$ cat config.mk
export PLATFORM = sky130hd
export DESIGN_NAME = mmio_input_port
export DESIGN_NICKNAME = d
export VERILOG_FILES = /design/src/rtl/mmio_input_port.sv
export SDC_FILE = /design/constraint.sdc
export NUM_CORES = 1
export LEC_CHECK = 0
export BUFFER_PORTS_ARGS = -buffer_cell sky130_fd_sc_hd__buf_2
export CORE_MARGIN = 1
export CORE_UTILIZATION = 45
export CTS_CLUSTER_DIAMETER = 200
export DETAILED_ROUTE_END_ITERATION = 6
export GPL_TIMING_DRIVEN = 0
export PLACE_DENSITY = 0.65
export SLEW_MARGIN = 0
export SYNTH_ARGS = -nofsm -noshare
export SYNTH_HDL_FRONTEND = slang
export SYNTH_SLANG_ARGS = --single-unit
$ cat constraint.sdc
create_clock -name I_CLOCK -period 2.1 [get_ports I_CLOCK]
set_input_delay 0.315 -clock I_CLOCK [delete_from_list [all_inputs] [get_ports I_CLOCK]]
set_output_delay 0.315 -clock I_CLOCK [all_outputs]
set_load 0.02 [all_outputs]
$ cat src/rtl/mmio_input_port.sv
// mmio_input_port: memory-mapped switch/key input peripheral for the memory stage.
// Switches and active-low keys go through a two-flop synchroniser. Each key then
// has its own debounce counter and STABLE/COUNTING state machine. Key presses are
// latched as read-to-clear edge flags. Reads have one cycle of latency.
// All state updates on the falling edge of I_CLOCK. I_LOCK is an async active-low reset.
// Optional build macro MMIO_SW_DEBOUNCE_EN: when defined, the switches are debounced
// exactly like the keys. By default they come straight from the synchroniser.

module mmio_input_port #(
    parameter int unsigned DEBOUNCE_CYCLES = 16,
    parameter logic [9:0]  ADDR_SW         = 10'h3F8,
    parameter logic [9:0]  ADDR_KEY        = 10'h3F9,
    parameter logic [9:0]  ADDR_KEYEDGE    = 10'h3FA
) (
    input  logic        I_CLOCK,
    input  logic        I_LOCK,
    input  logic [9:0]  I_SW,
    input  logic [3:0]  I_KEY,
    input  logic        I_ReadEn,
    input  logic [9:0]  I_Addr,
    output logic [15:0] O_ReadData,
    output logic        O_ReadValid
);

    localparam int unsigned SW_W   = 10;
    localparam int unsigned KEY_W  = 4;
    localparam int unsigned DATA_W = 16;
    localparam int unsigned CNT_W  = (DEBOUNCE_CYCLES > 1) ? $clog2(DEBOUNCE_CYCLES) : 1;
    localparam logic [CNT_W-1:0] CNT_LAST = CNT_W'(DEBOUNCE_CYCLES - 1);
`ifdef MMIO_SW_DEBOUNCE_EN
    localparam int unsigned N_DEB = KEY_W + SW_W;
`else
    localparam int unsigned N_DEB = KEY_W;
`endif

    typedef enum logic {
        DEB_STABLE   = 1'b0,
        DEB_COUNTING = 1'b1
    } deb_state_t;

    logic [SW_W-1:0]   sw_meta;
    logic [SW_W-1:0]   sw_sync;
    logic [KEY_W-1:0]  key_meta;
    logic [KEY_W-1:0]  key_sync;

    logic [N_DEB-1:0]  deb_sample_c;
    logic [N_DEB-1:0]  deb_level;
    logic [KEY_W-1:0]  key_rise_c;
    logic [KEY_W-1:0]  key_level;
    logic [SW_W-1:0]   sw_level;

    logic [KEY_W-1:0]  edge_flags;
    logic [KEY_W-1:0]  edge_clr_c;
    logic [DATA_W-1:0] read_mux_c;

    // Two-flop synchroniser; keys are inverted so that pressed reads as 1
    always_ff @(negedge I_CLOCK or negedge I_LOCK) begin
        if (!I_LOCK) begin
            sw_meta  <= '0;
            sw_sync  <= '0;
            key_meta <= '0;
            key_sync <= '0;
        end else begin
            sw_meta  <= I_SW;
            sw_sync  <= sw_meta;
            key_meta <= ~I_KEY;
            key_sync <= key_meta;
        end
    end

`ifdef MMIO_SW_DEBOUNCE_EN
    assign deb_sample_c = {sw_sync, key_sync};
    assign sw_level     = deb_level[KEY_W +: SW_W];
`else
    assign deb_sample_c = key_sync;
    assign sw_level     = sw_sync;
`endif
    assign key_level = deb_level[KEY_W-1:0];

    // One debounce counter and state machine per debounced input bit
    for (genvar i = 0; i < N_DEB; i++) begin : g_deb
        deb_state_t       state;
        logic [CNT_W-1:0] cnt;
        logic             level;
        logic             differ_c;
        logic             accept_c;

        assign differ_c     = deb_sample_c[i] ^ level;
        assign accept_c     = differ_c && (cnt == CNT_LAST);
        assign deb_level[i] = level;

        // A key press is the accepted 0->1 change of a key's debounced level
        if (i < KEY_W) begin : g_rise
            assign key_rise_c[i] = accept_c & deb_sample_c[i];
        end

        // Accept a level change only after DEBOUNCE_CYCLES differing samples in a row
        always_ff @(negedge I_CLOCK or negedge I_LOCK) begin
            if (!I_LOCK) begin
                state <= DEB_STABLE;
                cnt   <= '0;
                level <= 1'b0;
            end else begin
                case (state)
                    DEB_STABLE: begin
                        if (differ_c) begin
                            if (accept_c) begin
                                level <= deb_sample_c[i];
                            end else begin
                                state <= DEB_COUNTING;
                                cnt   <= cnt + CNT_W'(1);
                            end
                        end
                    end
                    DEB_COUNTING: begin
                        if (!differ_c) begin
                            cnt   <= '0;
                            state <= DEB_STABLE;
                        end else if (accept_c) begin
                            level <= deb_sample_c[i];
                            cnt   <= '0;
                            state <= DEB_STABLE;
                        end else begin
                            cnt <= cnt + CNT_W'(1);
                        end
                    end
                    default: begin
                        cnt   <= '0;
                        state <= DEB_STABLE;
                    end
                endcase
            end
        end
    end

    // Address decode for the read window; unmapped addresses read as zero
    always_comb begin
        read_mux_c = '0;
        edge_clr_c = '0;
        if (I_Addr == ADDR_SW) begin
            read_mux_c = {6'b0, sw_level};
        end else if (I_Addr == ADDR_KEY) begin
            read_mux_c = {12'b0, key_level};
        end else if (I_Addr == ADDR_KEYEDGE) begin
            read_mux_c = {12'b0, edge_flags};
        end
        if (I_ReadEn && (I_Addr == ADDR_KEYEDGE)) begin
            edge_clr_c = edge_flags;
        end
    end

    // Edge flags: clear what a read returned, and a same-edge press wins over the clear
    always_ff @(negedge I_CLOCK or negedge I_LOCK) begin
        if (!I_LOCK) begin
            edge_flags <= '0;
        end else begin
            edge_flags <= (edge_flags & ~edge_clr_c) | key_rise_c;
        end
    end

    // Registered read response; data holds while no read is issued
    always_ff @(negedge I_CLOCK or negedge I_LOCK) begin
        if (!I_LOCK) begin
            O_ReadData  <= '0;
            O_ReadValid <= 1'b0;
        end else if (I_ReadEn) begin
            O_ReadData  <= read_mux_c;
            O_ReadValid <= 1'b1;
        end else begin
            O_ReadValid <= 1'b0;
        end
    end

endmodule

==> impl_metrics.py <==
metrics = {
    "run_status": {
        "status": "finished, violations left",
        "violations": "setup timing",
    },
    "setup_path": {
        "ff2ff_setup_slack_ns": 0.70,
        "crit_path_end": "O_ReadData[3]",
        "slowest_stage": "dfrtn_1",
        "startpoint_type": "flip-flop",
        "max_stage_delay_ns": 0.45,
        "critical_path.startpoint": "O_ReadData[3]",
        "cp_num_buf_inv": 1,
        "crit_path_end_kind": "primary output",
        "worstPathRequired_ns": 1.78,
        "critPathTopFamily": "flip-flops",
        "r2r-end": "g_deb[1].cnt[0]",
        "crit_chain": "buf_6",
        "path_max_fanout": 2,
        "path_class": "flip-flop to primary output",
        "crit_arrival_ns": 1.95,
        "cp.depth": 1,
        "rr_worst_depth": 4,
        "r2r_start": "g_deb[1].cnt[0]",
    },
    "synthesis": {
        "synth.distinct_cells": 33,
        "syn_avg_cell_area_um2": 13.2,
        "ys_ff_latch": 67,
        "syn_area_um2": 2700,
        "synthMuxAreaShare_pct": 3.90,
        "synthAdderAreaFrac_pct": 1.86,
        "synth_edf_count": 0,
        "synth_cells": 205,
        "synth_flop_cell": "dfrtn_1",
        "synth_warnings": 0,
        "yosys.area_share.simple_pct": 12.7,
        "synth_compound_area_share_pct": 10.9,
        "ys_seq_area_share_pct": 62.2,
        "async_flop_share_pct": 100,
        "synth_top_family_by_area": "simple AND/OR/NAND/NOR gates",
        "synthXorXnorAreaFrac_pct": 3.85,
    },
    "pwr": {
        "irDropWorstVdd_uv": 482,
        "power.switching_uw": 818,
        "leakagePower_nw": 1.57,
        "p_sw_share_pct": 26.1,
        "sequentialPowerShare_pct": 52.3,
        "pwr-share-clk_pct": 33.1,
        "power.total_mw": 3.14,
        "comb_power_share_pct": 14.6,
        "powerDensity_nw_per_um2": 950,
        "internal-power_mw": 2.32,
    },
    "route": {
        "drtIter0Drc": 70,
        "wire_per_inst_um": 12.9,
        "drc_errors": 0,
        "first_pass_iters": 5,
        "wl_mm": 4.37,
        "avgViaCountPerCell": 4.95,
        "vias": 1677,
        "drtAntennaViolNets": 0,
    },
    "grt": {
        "grt.met2_usage_pct": 24.6,
        "grt_max_degree": 68,
        "use_met1_pct": 20.3,
        "antenna_found_initial": 0,
        "track_usage_pct": 16.3,
        "grt_pass1_wl_mm": 7.53,
        "grt_use_met3_pct": 5.03,
        "grt-ovfl-total": 0,
        "top_usage_layer": "met2",
        "grt_pass1_vias": 1686,
    },
    "floorplanning": {
        "start_util_pct": 47.8,
        "rows": 27,
        "core_area_um2": 5640,
        "fp.dieArea_um2": 6310,
        "io_pins": 44,
        "die_w_um": 79.4,
        "die_y_um": 79.4,
    },
    "cells_and_area": {
        "design_area_um2": 3300,
        "fill_cells": 463,
        "final_common_cell": "dfrtn_1",
        "n_antenna_cell": 0,
        "nNetsFinal": 294,
        "layout-drive-gt1-share_pct": 28.8,
        "syn_to_final_growth_pct": 22.5,
        "final_cell_mix": "dfrtn_1 (67), buf_2 (24), inv_1 (17), o21ai_0 (13), buf_4 (13)",
    },
    "clocking": {
        "clk_latency_ns": 0.32,
        "cts_buffers": 9,
        "h-tree-depth": 3,
        "cts_tree": "done",
        "clock-sinks": 67,
        "root_buffer": "clkbuf_8",
        "path_clk_slew_ns": 0.05,
        "cts_buffer_depth": 2,
    },
    "sta": {
        "postLayoutSetupSlackWorst_ns": -0.166,
        "hold_viol": 0,
        "slew_headroom_pct": 45.0,
        "grt_setup_unrepaired": "yes",
        "skew_ns": 0.00529,
        "worstMarginPinSlew_ns": 0.825,
        "setup_violations": 11,
        "slew_viol_final": 0,
        "hold_slack_ns": 0.294,
    },
    "placed_design": {
        "place_area_um2": 3000,
        "dp_hpwl_mm": 2.92,
        "portBuffers": 36,
        "globalplace.congestion": 0.722,
    },
    "flow_run": {
        "drv_cap": 0,
    },
    "worst_hold_path": {
        "worstHoldPathType": "flip-flop to flip-flop",
    },
}
layer usage:
layer	wire length [µm]	part of all wire, %	up-vias
li1	-	-	831
met1	2000	46	801
met2	2090	48	34
met3	180	4.1	11
met4	98	2.2	0
met5	0	0	-
power by group through the flow:
stage	sequential (mW)	combinational [mW]	clock (mW)
floorplan	1.62	0.351	0
global placement	1.65	0.443	0
detailed placement	1.66	0.464	0
CTS	1.64	0.468	1.07
global route	1.67	0.532	1.14
finish	1.64	0.460	1.04
stage by stage:
stage	std cells	utilization, %	TNS (ns)	worst slack, ns
final	339	58.5	-1.41	-0.166
after global routing	339	58.5	-1.80	-0.198
after CTS	337	58.3	-1.57	-0.185
after detailed placement	318	53.1	-3.38	-0.339
after global placement	318	53.0	-35.99	-0.493
after floorplan	210	-	-0.545	-0.136
worst min-delay path by stage:
| stage | startpoint | endpoint | slack [ns] | cells past startpoint |
|---|---|---|---|---|
| 6_report | sw_meta[5] | sw_level[5] | 0.29 | 0 |
| 5_1_grt | sw_meta[2] | sw_level[2] | 0.30 | 0 |
| 4_1_cts | sw_meta[5] | sw_level[5] | 0.30 | 0 |
| 3_5_place_dp | sw_meta[5] | sw_level[5] | 0.30 | 0 |
| 3_3_place_gp | sw_meta[9] | sw_level[9] | 0.29 | 0 |
| 2_1_floorplan | key_meta[0] | deb_sample_c[0] | 0.29 | 0 |
state kept, by name, summed over array words and instances, names as in the netlist:
register      count
O_ReadData       10
O_ReadValid       1
sw_meta          10
key_meta          4
edge_flags        4
deb_sample_c      4
g_deb.level       4
g_deb.state       4
sw_level         10
g_deb.cnt        16
Yosys cell counts (3+ instances only):
cell | instances | share of area (%)
dfrtn_1 | 67 | 62
inv_1 | 17 | 2.4
o21ai_0 | 13 | 2.4
nand3_1 | 11 | 2.0
nor2b_1 | 10 | 2.3
mux2i_1 | 9 | 3.3
buf_4 | 7 | 1.9
nand2b_1 | 7 | 1.6
xnor2_1 | 7 | 2.3
a31o_2 | 6 | 1.9
a2bb2oi_1 | 4 | 1.3
ha_1 | 4 | 1.9
nand2_1 | 4 | 0.56
nand4_1 | 4 | 0.93
o2bb2ai_1 | 4 | 1.3
o311ai_1 | 4 | 1.3
o32ai_1 | 4 | 1.3
or3_1 | 4 | 0.93
and2_1 | 3 | 0.70
xor2_1 | 3 | 0.97
cells by family (layout without fill, tap and decap cells):
logic type      count (synthesis)  count (layout)
fa+ha+maj                       4               4
mux                            10              10
other cells                     1               6
compound gates                 38              38
simple gates                   49              49
buf+inv                        25              82
xor+xnor                       11              11
flops                          67              67
what timing repair did:
| action | 4_1_cts | 5_1_grt |
|---|---|---|
| endpoints found under the setup margin | 12 | 11 |
| setup buffers | 4 | 2 |
| hold buffers | 0 | 0 |
| gates resized for setup | 22 | 0 |
| pin swaps | 2 | 0 |
cell type report:
| type | instances | area (µm²) | share of cell area (%) |
|---|---|---|---|
| multi-input cells | 118 | 918 | 27.8 |
| flip-flops and latches | 67 | 1680 | 50.8 |
| inverters | 17 | 63.8 | 1.93 |
| well taps | 72 | 90.1 | 2.73 |
| clock buffers | 13 | 159 | 4.81 |
| plain buffers | 8 | 63.8 | 1.93 |
| clock inverters | 2 | 35.0 | 1.06 |
| repair buffers | 42 | 297 | 8.98 |
Power figures use the tool's default switching activity.
